File: src/rtl/scr_arb_pkg.sv
// Shared types and constants for the scratch-RAM access arbiter.
// Source codes double as the SCR address-mux select values.
package scr_arb_pkg;

    localparam int NUM_REQ = 4;
    localparam int SEL_W   = 2;

    localparam logic [SEL_W-1:0] SRC_REG  = 2'd0;
    localparam logic [SEL_W-1:0] SRC_IMM  = 2'd1;
    localparam logic [SEL_W-1:0] SRC_SPM1 = 2'd2;
    localparam logic [SEL_W-1:0] SRC_SP   = 2'd3;

    typedef enum logic [1:0] {
        IDLE    = 2'd0,
        ACCESS  = 2'd1,
        RD_WAIT = 2'd2
    } state_t;

    function automatic logic [NUM_REQ-1:0] onehot(input logic [SEL_W-1:0] idx);
        onehot      = '0;
        onehot[idx] = 1'b1;
    endfunction

endpackage

File: src/rtl/rr_pick.sv
// Combinational round-robin picker: first set request bit at or above ptr, wrapping.
module rr_pick
    import scr_arb_pkg::*;
(
    input  logic [NUM_REQ-1:0] req,
    input  logic [SEL_W-1:0]   ptr,
    output logic               any,
    output logic [SEL_W-1:0]   idx
);

    logic [SEL_W-1:0] cand;

    // Scan from the farthest offset down so the nearest requester wins.
    always_comb begin
        any  = 1'b0;
        idx  = ptr;
        cand = ptr;
        for (int k = NUM_REQ - 1; k >= 0; k--) begin
            cand = ptr + SEL_W'(k);
            if (req[cand]) begin
                any = 1'b1;
                idx = cand;
            end
        end
    end

endmodule

File: src/rtl/scr_access_arbiter.sv
// Arbitrates the single-port scratch RAM among four requesters with round-robin
// selection, bounded lock bursts and a configurable read latency.
module scr_access_arbiter
    import scr_arb_pkg::*;
#(
    parameter int RD_LATENCY = 1,
    parameter int MAX_BURST  = 4
) (
    input  logic               clk,
    input  logic               rst_n,
    input  logic [NUM_REQ-1:0] req,
    input  logic [NUM_REQ-1:0] req_we,
    input  logic [NUM_REQ-1:0] lock,
    output logic [NUM_REQ-1:0] gnt,
    output logic [SEL_W-1:0]   scr_addr_sel,
    output logic               scr_we,
    output logic [NUM_REQ-1:0] rd_valid,
    output logic               busy
);

    localparam int CNT_W   = 2;
    localparam int BURST_W = 4;

    state_t             state, state_nxt;
    logic [SEL_W-1:0]   win, win_nxt;
    logic               win_we, win_we_nxt;
    logic [SEL_W-1:0]   ptr, ptr_nxt;
    logic [BURST_W-1:0] burst_cnt, burst_nxt;
    logic [CNT_W-1:0]   rd_cnt, rd_cnt_nxt;
    logic               pick_any;
    logic [SEL_W-1:0]   pick_idx;
    logic               arb;
    logic               done;

    rr_pick u_pick (
        .req (req),
        .ptr (ptr),
        .any (pick_any),
        .idx (pick_idx)
    );

    always_ff @(posedge clk or negedge rst_n) begin
        if (!rst_n) begin
            state     <= IDLE;
            win       <= '0;
            win_we    <= 1'b0;
            ptr       <= '0;
            burst_cnt <= '0;
            rd_cnt    <= '0;
        end else begin
            state     <= state_nxt;
            win       <= win_nxt;
            win_we    <= win_we_nxt;
            ptr       <= ptr_nxt;
            burst_cnt <= burst_nxt;
            rd_cnt    <= rd_cnt_nxt;
        end
    end

    // Lock continuation only applies when an access is completing, never from IDLE.
    always_comb begin
        state_nxt  = state;
        win_nxt    = win;
        win_we_nxt = win_we;
        ptr_nxt    = ptr;
        burst_nxt  = burst_cnt;
        rd_cnt_nxt = rd_cnt;
        arb        = 1'b0;
        done       = 1'b0;

        case (state)
            IDLE: arb = 1'b1;
            ACCESS: begin
                if (win_we) begin
                    arb  = 1'b1;
                    done = 1'b1;
                end else begin
                    state_nxt  = RD_WAIT;
                    rd_cnt_nxt = CNT_W'(RD_LATENCY - 1);
                end
            end
            RD_WAIT: begin
                if (rd_cnt == '0) begin
                    arb  = 1'b1;
                    done = 1'b1;
                end else begin
                    rd_cnt_nxt = rd_cnt - CNT_W'(1);
                end
            end
            default: state_nxt = IDLE;
        endcase

        if (arb) begin
            if (done && lock[win] && req[win] && burst_cnt < BURST_W'(MAX_BURST - 1)) begin
                state_nxt  = ACCESS;
                win_we_nxt = req_we[win];
                burst_nxt  = burst_cnt + BURST_W'(1);
            end else begin
                burst_nxt = '0;
                if (pick_any) begin
                    state_nxt  = ACCESS;
                    win_nxt    = pick_idx;
                    win_we_nxt = req_we[pick_idx];
                    ptr_nxt    = pick_idx + SEL_W'(1);
                end else begin
                    state_nxt = IDLE;
                end
            end
        end
    end

    always_comb begin
        gnt          = (state == IDLE) ? '0 : onehot(win);
        scr_addr_sel = win;
        scr_we       = (state == ACCESS) && win_we;
        rd_valid     = (state == RD_WAIT && rd_cnt == '0) ? onehot(win) : '0;
        busy         = (state != IDLE);
    end

endmodule

File: config.mk
export PLATFORM = sky130hd
export DESIGN_NAME = scr_access_arbiter
export DESIGN_NICKNAME = d
export VERILOG_FILES = /design/src/rtl/scr_arb_pkg.sv /design/src/rtl/rr_pick.sv /design/src/rtl/scr_access_arbiter.sv
export SDC_FILE = /design/constraint.sdc
export NUM_CORES = 1
export LEC_CHECK = 0
export CORE_MARGIN = 2
export CORE_UTILIZATION = 35
export CTS_CLUSTER_DIAMETER = 60
export DETAILED_ROUTE_END_ITERATION = 10
export SYNTH_ARGS = -nofsm -noshare
export SYNTH_HDL_FRONTEND = slang
export SYNTH_SLANG_ARGS = --single-unit
File: constraint.sdc
create_clock -name clk -period 2.4 [get_ports clk]
set_input_delay 0.24 -clock clk [delete_from_list [all_inputs] [get_ports clk]]
set_output_delay 0.24 -clock clk [all_outputs]
set_load 0.05 [all_outputs]
Yosys cells after proc, flatten, opt, wreduce, memory -nomap -nowiden
Index checks and enable logic that the tools add are counted.

RAM bits: 0. Bits in registers: 13. Bits in latches: 0. Memories: 0. Logic and storage cells: 86. ROM bits: 0. Output and inout port bits: 12. Input bits: 14.

Equality and inequality tests: 6. Bitwise gates (word level): 1. Add/sub/neg operators: 6. Divide/modulo/power cells: 0. Shifts and indexed selects: 0. Mux-type cells: 43. Reductions and logical operators: 16. Multipliers: 0. Order comparisons: 8.

Operator list (count): $mux 1 (19); $lt 2x3->1 const B (6); $bmux 1 s2 (8); $mux 2 (8); $mux 4 (3); $pmux 2 s2 (2); $logic_and 1x1->1 (6); $reduce_and 3->1 (2); $reduce_bool 2->1 (3); $add 2x1->2 const B (2); $add 2x2->2 const B (2); $add 4x1->4 const B (1); $logic_not 2->1 (2); $lt 4x2->1 const B (1); $ne 2x2->1 const B (2); $reduce_and 2->1 (2); $ne 3x3->1 const B (1); $pmux 1 s3 (1); $demux 1 s2 (1); $eq 2x1->1 const B (1); $eq 2x2->1 const B (1); $ge 2x1->1 const B (1); $ne 2x1->1 const B (1); $pmux 1 s2 (1); other kinds (3) (3).

Logic depth before layout (Yosys ltp)
Word-level depth: 11. Depth in mapped cells: 8. Gate-level depth less buffers: 8.

Cells and area by module
Synthesis repeated with hierarchy kept, for this count alone.

Cell total of the unflattened synthesis: 96. Area total of the unflattened synthesis: 944.7 um2.

By module, submodules not included: scr_access_arbiter (instances 1, seq. area each 325.3 um2, cells each 80, area each 844.6 um2); rr_pick (instances 1, seq. area each 0.0 um2, cells each 16, area each 100.1 um2).

Worst setup path before layout
No wires, ideal clock.

Kind: register to output. Start point: register win[1], in the netlist scr_addr_sel[1]. End point: output rd_valid[2]. Slack: 0.095 ns. Required time: 2.160 ns. Buffers on the path: 1. Data arrival time: 2.065 ns. Cell stages (with the launch flop): 4. Cell sequence: dfrtp_1 > buf_2 > inv_1 > nor3_1.

Word-level cells in the longest chain between the ends: 5. Elaborated cells on any way between the ends: 6. Those cells by class: order compare: 2; mux: 3; reduce/logical: 1.

Ends and longest elaborated chain: start, declared (line scr_access_arbiter.sv:25) `logic [SEL_W-1:0] win, win_nxt;`; start signal, assigned (line scr_access_arbiter.sv:52) `win <= win_nxt;`; $lt 2x3->1 (implied by the code) / $ge 2x1->1 (equally long branches) (line scr_arb_pkg.sv:21) `onehot[idx] = 1'b1;`; $logic_and 1x1->1 (implied by the code) (line scr_arb_pkg.sv:21); $mux 1 (implied by the code) (line scr_arb_pkg.sv:21); $demux 1 s2 * (line scr_arb_pkg.sv:21); $mux 4 * (line scr_access_arbiter.sv:116) `rd_valid = (state == RD_WAIT && rd_cnt == '0) ? onehot(win) : '0;`; end, declared (line scr_access_arbiter.sv:17) `output logic [NUM_REQ-1:0] rd_valid,`.

Mark *: on every way between the ends. The rest lies on a longest branch, timed or not.

Worst setup path after layout
Start point: register state[1]. End point: output scr_we.

Word-level cells in the longest chain between the ends: 2.

Ends and longest elaborated chain: start, declared (line scr_access_arbiter.sv:24) `state_t state, state_nxt;`; start signal, assigned (line scr_access_arbiter.sv:51) `state <= state_nxt;`; $eq 2x1->1 (line scr_access_arbiter.sv:115) `scr_we = (state == ACCESS) && win_we;`; $logic_and 1x1->1 (line scr_access_arbiter.sv:115); end, declared (line scr_access_arbiter.sv:16) `output logic scr_we,`.

Every way passes these cells.

==> impl_metrics.yaml <==
layout:
  drive_above_1_share_pct: 16.03
  diodes: 0
  final_cell_area_um2: 1291
  nets: 152
  final_core_util_pct: 48.07
  area_growth_pct: 33.68
  fillerInstances: 254
placed_design:
  gp_congestion: 0.7486
  port_buffers: 25
  placedInstanceArea_um2: 1249
  place_hpwl_um: 1683
setup_path:
  required_ns: 2.16
  cp.arrival_ns: 2.02
  path_max_fanout: 4
  path_class: "reg2out"
  start_kind: "flip-flop"
  endpoint_kind: "primary output"
grt:
  grt_start_max_net_pins: 14
  grt_pass1_vias: 772
  antenna_found_initial: 0
  grt_overflow: 0
  grt_usage_pct: 13.64
  grt_first_pass_wirelength_um: 3443
power:
  power_density_nw_per_um2: 1286
  ir_drop_mv: 0.6446
  leakagePower_nw: 0.6829
status:
  status: "completed"
synth:
  synth_cells: 103
  yosys-top-cells-area: "dfrtp_1, ha_1, nand2_1"
  syn_nets: 123
  ys_top_cells_by_count: "dfrtp_1, nand2_1, inv_1, nor2_1"
  synth_ff_type: "dfrtp_1"
  yosysTopAreaCell: "dfrtp_1"
  yosys.area.top_type_share_pct: 33.68
  synthDistinctLibCells: 40
  async_flop_share_pct: 100.0
  ys_seq_elements: 13
  netlist_area_um2: 965.9
  avgSynthCellArea_um2: 9.378
  yosys_warnings: 0
  synth_edf_count: 0
  ys_seq_area_share_pct: 33.68
  yosysMostFrequentCell: "dfrtp_1"
drt:
  ant_nets: 0
  drc: 0
  drtIter0Drc: 22
  vias: 840
  wl_per_cell_um: 12.94
  viasPerCell: 5.185
  drt_pass1_iterations: 4
  wl_um: 2097
clock_network:
  clkSlewWorstSetupHoldPaths_ns: 0.08
  htreeDepth: 1
  cts_setup_buffers: 0
  clockBufferDepth: 2
  clock-sinks: 13
  cts_tree: "yes"
  cts_root_buffer: "clkbuf_4"
  cts_buffers: 3
  clkLatencyLatePin_ns: 0.27
  postCtsHoldBufs: 0
sta:
  slew_viol_final: 0
  rsz0062_at_grt: "no"
  setup_tns_ns: 0
  fin_crit_sh_pct: 94.34
  clock_skew_ns: 0.001405
  post-route-min-period_ns: 2.264
  worst-slew-pin-transition_ns: 0.6027
  slew_headroom_pct: 59.69
  finalSetupViolations: 0
  hold_viol_final: 0
  fmax_ghz: 0.4416
floorplan:
  ios: 26
  rows: 19
  die_h_um: 56.54
  start_util_pct: 35.96
  coreArea_um2: 2686
  die_area_um2: 3196
  die_x_um: 56.54
worst_hold_path:
  min_path_type: "in2async"
run:
  max-cap-violations: 0
-- cell type report --
| class | instances | area (um2) | share of cell area [%] |
|---|---|---|---|
| well taps | 31 | 38.79 | 3.004 |
| repair buffers | 26 | 267.8 | 20.74 |
| inverters | 9 | 33.78 | 2.616 |
| clock inverters | 1 | 5.005 | 0.3876 |
| clock buffers | 3 | 22.52 | 1.744 |
| multi-input cells | 79 | 598.1 | 46.32 |
| flip-flops and latches | 13 | 325.3 | 25.19 |
-- cells by family (layout without fill, tap and decap cells) --
kind of cell	count (synthesis)	in the layout	share of synthesized area [%]
buffers and inverters	11	39	4.403
adders and majority gates	6	6	7.772
and+or+nand+nor	40	40	20.86
AOI/OAI and AO/OA	25	25	22.28
DFF	13	13	33.68
muxes	7	7	10.10
xor gates and xnor gates	1	1	0.9069
-- critical path, stage by stage (launching register included) --
cell and delay (ns):
dfrtp_1 0.41, inv_1 0.10, ha_1 0.19, nand2_1 0.11
inv_1 0.12, clkdlybuf4s50_1 0.81
-- layer usage --
layer	vias up	track usage (%)	share of wire [%]	wire (um)
met2	13	20.60	48	1007
li1	427	-	-	-
met4	0	5.102	0.67	14
met5	-	0	0	0
met3	2	3.456	3.7	77
met1	398	18.72	48	997
-- registers in the layout, summed over array words and instances (netlist names) --
| name | count |
|---|---|
| ptr | 2 |
| burst_cnt | 4 |
| state | 2 |
| rd_cnt | 2 |
| scr_addr_sel | 2 |
| win_we | 1 |
-- cells in the final DEF, fill, tap and decap left out, types with 2 or more instances in the layout --
master | synthesis | routed
o21ai_0 | 3 | 3
ha_1 | 6 | 6
dlymetal6s2s_1 | 0 | 6
mux2_4 | 2 | 2
clkbuf_4 | 0 | 3
buf_4 | 0 | 3
and3_1 | 2 | 2
nand3_1 | 4 | 4
nor3_1 | 6 | 6
clkdlybuf4s50_1 | 0 | 17
nor2_1 | 8 | 8
mux2i_1 | 2 | 2
mux2_2 | 2 | 2
inv_1 | 9 | 9
o21bai_1 | 2 | 2
a22o_1 | 2 | 2
nor2b_1 | 3 | 3
a31oi_1 | 2 | 2
dfrtp_1 | 13 | 13
o31ai_1 | 2 | 2
nand2_1 | 12 | 12
-- worst paths after layout --
check	start	end	slack, ns	depth (start not counted)
max	state[1]$_DFFE_PN0P_	scr_we	0.14	5
min reg2reg	burst_cnt[1]$_DFFE_PN0P_	burst_cnt[1]$_DFFE_PN0P_	0.48	2
min	rst_n	rd_cnt[1]$_DFFE_PN0P_	0.34	1
max reg2reg	state[0]$_DFFE_PN0P_	scr_addr_sel[0]$_DFFE_PN0P_	0.33	6
min in group clk	burst_cnt[1]$_DFFE_PN0P_	burst_cnt[1]$_DFFE_PN0P_	0.48	2
max in group asynchronous	rst_n	scr_addr_sel[1]$_DFFE_PN0P_	1.67	1
-- where the power goes --
group          leakage [nW]  switching, mW  internal (mW)
logic                 0.499          0.655          0.471
registers             0.167          0.108          0.291
clock network        0.0177         0.0730         0.0617
total                 0.683          0.836          0.824
-- through the flow --
stage	hold slack (ns)	cells	setup WS [ns]	total power, mW
CTS	0.3475	162	0.003391	1.679
floorplan	-0.05559	103	0.09518	1.222
detailed placement	0.4683	158	0.3240	1.540
finish	0.3405	162	0.1357	1.661
global route	0.3822	162	0.007602	1.781
global placement	0.4555	158	0.3277	1.534
-- timing repair --
| item | 4_1_cts | 5_1_grt |
|---|---|---|
| hold endpoints to repair | 0 | 0 |
| resized for setup | 0 | 6 |
| endpoints found under the setup margin | 0 | 6 |
(Power assumes the default switching activity.)
